### src/rtl/div_iter_if.sv
// Handshake/data bundle between the execute stage and the iterative divider.
// The pipeline side drives operands and the start strobe; the divider returns
// the quotient, the divide-by-zero flag and a one-cycle ready pulse.
interface div_iter_if;
    logic [31:0] data_operandA;
    logic [31:0] data_operandB;
    logic        ctrl_DIV;
    logic [31:0] data_result;
    logic        data_exception;
    logic        data_resultRDY;

    modport master (
        output data_operandA,
        output data_operandB,
        output ctrl_DIV,
        input  data_result,
        input  data_exception,
        input  data_resultRDY
    );

    modport slave (
        input  data_operandA,
        input  data_operandB,
        input  ctrl_DIV,
        output data_result,
        output data_exception,
        output data_resultRDY
    );
endinterface

### src/rtl/div_iter.sv
// Iterative 32-bit signed divider, restoring algorithm, fixed 32-iteration
// latency. Magnitudes are divided and the sign is applied on completion.
// A start strobe in any state (re)launches a division; a divisor of zero runs
// the full iteration count and reports quotient 0 with the exception flag set.
module div_iter (
    input  logic      clock,
    input  logic      reset,
    div_iter_if.slave bus
);
    typedef enum logic [1:0] {
        IDLE = 2'd0,
        RUN  = 2'd1,
        DONE = 2'd2
    } state_t;

    state_t      state_q;
    state_t      state_d;
    logic [4:0]  cnt;
    logic [32:0] rem;
    logic [31:0] quo;
    logic [31:0] dvs;
    logic        sign;
    logic        zero;

    logic [31:0] a_mag;
    logic [31:0] b_mag;
    logic [33:0] shifted;
    logic [33:0] trial;
    logic        fit;
    logic [31:0] quo_next;
    logic        last_iter;

    // Next-state selection; a start strobe overrides whatever is in progress.
    always_comb begin
        state_d   = state_q;
        last_iter = (state_q == RUN) && (cnt == 5'd31);
        if (bus.ctrl_DIV) begin
            state_d = RUN;
        end else begin
            case (state_q)
                IDLE:    state_d = IDLE;
                RUN:     if (cnt == 5'd31) state_d = DONE;
                DONE:    state_d = IDLE;
                default: state_d = IDLE;
            endcase
        end
    end

    // Operand magnitudes and one restoring step on {rem, quo} shifted left.
    // The trial is kept one bit wider than the remainder so its sign is explicit;
    // the result is identical to a 33-bit trial since rem < divisor.
    always_comb begin
        a_mag    = bus.data_operandA[31] ? (32'd0 - bus.data_operandA) : bus.data_operandA;
        b_mag    = bus.data_operandB[31] ? (32'd0 - bus.data_operandB) : bus.data_operandB;
        shifted  = {rem, quo[31]};
        trial    = shifted - {2'b00, dvs};
        fit      = ~trial[33];
        quo_next = {quo[30:0], fit};
    end

    // State register.
    always_ff @(posedge clock or posedge reset) begin
        if (reset) state_q <= IDLE;
        else       state_q <= state_d;
    end

    // Datapath: operand capture, iteration, and registered result/flags.
    always_ff @(posedge clock or posedge reset) begin
        if (reset) begin
            cnt                <= '0;
            rem                <= '0;
            quo                <= '0;
            dvs                <= '0;
            sign               <= 1'b0;
            zero               <= 1'b0;
            bus.data_result    <= '0;
            bus.data_exception <= 1'b0;
            bus.data_resultRDY <= 1'b0;
        end else if (bus.ctrl_DIV) begin
            cnt                <= '0;
            rem                <= '0;
            quo                <= a_mag;
            dvs                <= b_mag;
            sign               <= bus.data_operandA[31] ^ bus.data_operandB[31];
            zero               <= (bus.data_operandB == '0);
            bus.data_resultRDY <= 1'b0;
        end else begin
            case (state_q)
                RUN: begin
                    rem <= fit ? trial[32:0] : shifted[32:0];
                    quo <= quo_next;
                    cnt <= cnt + 5'd1;
                    if (last_iter) begin
                        bus.data_result    <= zero ? '0 : (sign ? (32'd0 - quo_next) : quo_next);
                        bus.data_exception <= zero;
                        bus.data_resultRDY <= 1'b1;
                    end
                end
                DONE:    bus.data_resultRDY <= 1'b0;
                default: bus.data_resultRDY <= 1'b0;
            endcase
        end
    end
endmodule

### src/flat_wrapper.sv
// flat-port wrapper written by rule: the top's interface ports become plain ports
module div_iter_flat 
  (clock, reset, bus_data_operandA, bus_data_operandB, bus_ctrl_DIV, bus_data_result, bus_data_exception, bus_data_resultRDY);
  div_iter_if bus_i ();
  input  logic clock;
  input  logic reset;
  input wire logic [$bits(bus_i.data_operandA)-1:0] bus_data_operandA;
  input wire logic [$bits(bus_i.data_operandB)-1:0] bus_data_operandB;
  input wire logic [$bits(bus_i.ctrl_DIV)-1:0] bus_ctrl_DIV;
  output wire logic [$bits(bus_i.data_result)-1:0] bus_data_result;
  output wire logic [$bits(bus_i.data_exception)-1:0] bus_data_exception;
  output wire logic [$bits(bus_i.data_resultRDY)-1:0] bus_data_resultRDY;
  assign bus_i.data_operandA = bus_data_operandA;
  assign bus_i.data_operandB = bus_data_operandB;
  assign bus_i.ctrl_DIV = bus_ctrl_DIV;
  assign bus_data_result = bus_i.data_result;
  assign bus_data_exception = bus_i.data_exception;
  assign bus_data_resultRDY = bus_i.data_resultRDY;
  div_iter u_core (.clock(clock), .reset(reset), .bus(bus_i));
endmodule
### config.mk
export PLATFORM = sky130hd
export DESIGN_NAME = div_iter_flat
export DESIGN_NICKNAME = d
export VERILOG_FILES = /design/src/rtl/div_iter_if.sv /design/src/rtl/div_iter.sv /design/src/flat_wrapper.sv
export SDC_FILE = /design/constraint.sdc
export NUM_CORES = 1
export LEC_CHECK = 0
export CORE_ASPECT_RATIO = 0.75
export CORE_MARGIN = 2
export CORE_UTILIZATION = 55
export CTS_CLUSTER_DIAMETER = 30
export DETAILED_ROUTE_END_ITERATION = 8
export HOLD_SLACK_MARGIN = 0.05
export PLACE_DENSITY = 0.88
export SYNTH_ARGS = -nofsm -noshare
export SYNTH_HDL_FRONTEND = slang
export SYNTH_SLANG_ARGS = --single-unit
### constraint.sdc
create_clock -name clock -period 13.6 [get_ports clock]
set_input_delay 2.72 -clock clock [delete_from_list [all_inputs] [get_ports clock]]
set_output_delay 2.72 -clock clock [all_outputs]
set_load 0.01 [all_outputs]
==> results.sh <==
export IMPL_powerDensity_mw_per_mm2=99.8
export IMPL_most_common_layout_cells="nand2_1, dfrtp_1, clkdlybuf4s50_1, o21ai_0, a21oi_1"
export IMPL_cellLeakagePower_nw=5.06
export IMPL_yosys_warnings=0
export IMPL_grt_setup_unrepaired="false"
export IMPL_nets=1317
export IMPL_status="completed"
export IMPL_coreArea_mm2=0.0175
export IMPL_fmax_ghz=0.177
export IMPL_tns_ps=0
export IMPL_drt_first_pass_iters=5
export IMPL_crit_type="input port to register"
export IMPL_synthAdderAreaFrac_pct=4.95
export IMPL_post_cts_buffers=0
export IMPL_critPathCapture="u_core.quo[30]"
export IMPL_r2r_slack_ps=8180
export IMPL_place_gp_congestion=0.943
export IMPL_die_area_mm2=0.0188
export IMPL_worstMarginPinSlew_ps=1240
export IMPL_std_cell_rows=42
export IMPL_slew_headroom_pct=17.6
export IMPL_initial_utilization_pct=55.8
export IMPL_portBuffers=100
export IMPL_holdBufCountCts=0
export IMPL_cts_made_buffers=17
export IMPL_grt_max_degree=108
export IMPL_grt_pass1_vias=8397
export IMPL_avgSynthCellArea_um2=8.37
export IMPL_p_switching_uw=342
export IMPL_ant_nets=0
export IMPL_end_kind="register"
export IMPL_drt_iter0_markers=1139
export IMPL_grt_overflow_total=0
export IMPL_setup_violations_final=0
export IMPL_ys_ff_latch=140
export IMPL_dp_slack_ps=7540
export IMPL_cp_slowest_stage_delay_ps=550
export IMPL_clk_pin_slew_ps=60
export IMPL_slew_viol_final=0
export IMPL_final_hold_viol_count=0
export IMPL_num_vias=9326
export IMPL_ir_drop_mv=0.0823
export IMPL_synth_nets=1271
export IMPL_cts_root_buf="clkbuf_16"
export IMPL_io_pins=101
export IMPL_hp_class="register to register"
export IMPL_diodes=0
export IMPL_grt_pass1_wl_um=44000
export IMPL_slowest_stage="or4_4"
export IMPL_clock_sinks=140
export IMPL_cp_cell_sequence="clkdlybuf4s50_1 -> or4_4 -> or4_1 -> or2_1 -> or4_1 -> nand2b_1 -> o21ai_0 -> xor2_1 -> a21oi_1"
export IMPL_maxCapViolations=0
export IMPL_clock_power_share_pct=40.4
export IMPL_syn_area_mm2=0.00976
export IMPL_synth_compound_area_share_pct=23.1
export IMPL_path_max_fanout=5
export IMPL_synth_main_ff_cell="dfrtp_1"
export IMPL_wl_per_cell_um=18.6
export IMPL_drc=0
export IMPL_cts_resized=0
export IMPL_r2r_cells=16
export IMPL_crit_arrival_ps=5910
export IMPL_synth_edff_count=0
export IMPL_period_minus_slack_ps=5640
export IMPL_layout_commonest_cell="nand2_1"
export IMPL_finalClockSkew_ps=14.7
export IMPL_clk_latency_ps=430
export IMPL_reg2reg_to="u_core.bus.data_result[28]"
export IMPL_die_w_um=158
export IMPL_combPwrFrac_pct=16.9
export IMPL_critPathRequiredTime_ps=13870
export IMPL_syn_to_final_growth_pct=16.7
export IMPL_grt_antenna_before_repair=0
export IMPL_p_sw_share_pct=30.1
export IMPL_pwr_share_seq_pct=42.7
export IMPL_grt_usage_pct=29.6
export IMPL_synthArstFlopShare_pct=100
export IMPL_htree_levels=4
export IMPL_synth_top_family_by_area="compound AO/OA/AOI/OAI gates"
export IMPL_period_share_pct=41.5
export IMPL_rr_startpoint="u_core.dvs[13]"
export IMPL_synthXorXnorAreaFrac_pct=8.88
export IMPL_netlist_instances=1166
export IMPL_synthSimpleGateAreaFrac_pct=18.8
export IMPL_drive_gt1_share_pct=5.07
export IMPL_startpoint="bus_data_operandA[9]"
export IMPL_viasPerCell=6.36
export IMPL_ys_seq_area_share_pct=35.9
export IMPL_max_clock_path_buffers=2
export IMPL_hp_start="u_core.bus.data_result[2]"
export IMPL_cp_common_cell="or4_1"
export IMPL_cts_tree="built"
export IMPL_p_int_uw=796
export IMPL_hpwl_um=18600
export IMPL_synthMuxAreaShare_pct=3.15
export IMPL_cp_start_kind="input port"
export IMPL_drt_total_wl_um=27200
export IMPL_setup_ws_ps=7960
export IMPL_die_h_um=119
export IMPL_ys_types=72
final cells by class:
| cell class | instances | area, µm² |
|---|---|---|
| clock buffer | 21 | 450 |
| clock inverter | 10 | 119 |
| fill | 1402 | 6100 |
| inverter | 54 | 208 |
| multi-input combinational | 892 | 5760 |
| sequential | 140 | 3500 |
| tap | 242 | 303 |
| timing repair buffer | 107 | 1050 |
cell usage after synthesis, types with 3 or more instances:
cell | n | area share [%]
or4_4 | 4 | 0.46
buf_1 | 14 | 0.54
a311o_1 | 5 | 0.51
a21oi_1 | 85 | 4.4
a22o_1 | 3 | 0.27
o21a_1 | 3 | 0.23
a41oi_1 | 3 | 0.27
ha_1 | 37 | 4.7
mux2i_1 | 27 | 2.8
or2_2 | 5 | 0.32
o31ai_1 | 25 | 1.9
nand2b_1 | 14 | 0.90
a2111o_1 | 8 | 0.92
nor2b_1 | 5 | 0.32
a32oi_1 | 10 | 0.90
nor2_1 | 78 | 3.0
and3_1 | 18 | 1.2
a311oi_1 | 11 | 0.99
nor4_1 | 13 | 0.83
o41ai_1 | 16 | 1.4
or4_1 | 20 | 1.5
buf_2 | 3 | 0.15
o2111ai_1 | 3 | 0.27
nor3_1 | 16 | 0.82
inv_1 | 52 | 2.0
a21o_1 | 13 | 1.0
a31oi_1 | 22 | 1.4
nand4_1 | 15 | 0.96
o211ai_1 | 5 | 0.38
clkbuf_1 | 62 | 2.4
o21ai_0 | 94 | 4.8
dfrtp_1 | 140 | 36
xor2_1 | 61 | 5.5
xnor2_1 | 38 | 3.4
nand3_1 | 32 | 1.6
a31o_2 | 3 | 0.27
nand2_1 | 142 | 5.5
or3_1 | 6 | 0.38
o311ai_0 | 3 | 0.27
a211oi_1 | 12 | 0.92
power by group through the flow:
stage / Combinational [mW] / Clock [mW] / Sequential [mW]
5_1_grt: 0.214 / 0.480 / 0.487
3_3_place_gp: 0.182 / 0 / 0.487
3_5_place_dp: 0.187 / 0 / 0.489
2_1_floorplan: 0.136 / 0 / 0.466
6_report: 0.193 / 0.459 / 0.486
4_1_cts: 0.190 / 0.460 / 0.482
worst max-delay path, delay by kind of cell:
family / cells / cell delay [ps]
xor+xnor: 1 / 230
buf+inv: 1 / 470
compound gates: 2 / 450
simple gates: 5 / 2030
cells by family after synthesis:
kind of cell	Yosys count
compound gates	346
xor+xnor	99
fa+ha+maj	38
buf+inv	134
flops	140
mux	30
simple gates	379
through the flow:
step | instances | utilization [%] | instance area, µm² | total power [mW] | hold WS [ps]
floorplan | 1166 | - | 9760 | 0.602 | 487
global placement | 1435 | 61.9 | 10800 | 0.669 | 462
detailed placement | 1435 | 61.9 | 10800 | 0.675 | 464
CTS | 1466 | 65.1 | 11400 | 1.13 | 478
global route | 1466 | 65.1 | 11400 | 1.18 | 504
finish | 1466 | 65.1 | 11400 | 1.14 | 478
worst min path at each step:
stage                                           end  slack, ps  cells after the start
final                     u_core.bus.data_result[2]        480                      2
after global routing      u_core.bus.data_exception        500                      2
after CTS                 u_core.bus.data_result[2]        480                      2
after detailed placement  u_core.bus.data_result[2]        460                      2
after global placement    u_core.bus.data_result[2]        460                      2
after floorplan                       u_core.dvs[0]        490                      1
sequential cells by signal, summed over array words and instances, names as in the netlist:
signal and count:
u_core.rem 33, u_core.bus.data_result 32, u_core.dvs 32, u_core.quo 32, u_core.cnt 5, u_core.state_q 2
u_core.bus.data_exception 1, u_core.bus.data_resultRDY 1, u_core.sign 1, u_core.zero 1
layer usage:
layer	track usage [%]	vias to the layer above	wire (µm)
met5	0	-	0
met4	6.19	0	302
met3	7.90	34	3280
met2	40.2	523	11200
met1	46.7	4424	12400
li1	-	4345	-
No activity file was read; power rests on OpenSTA's default activity.
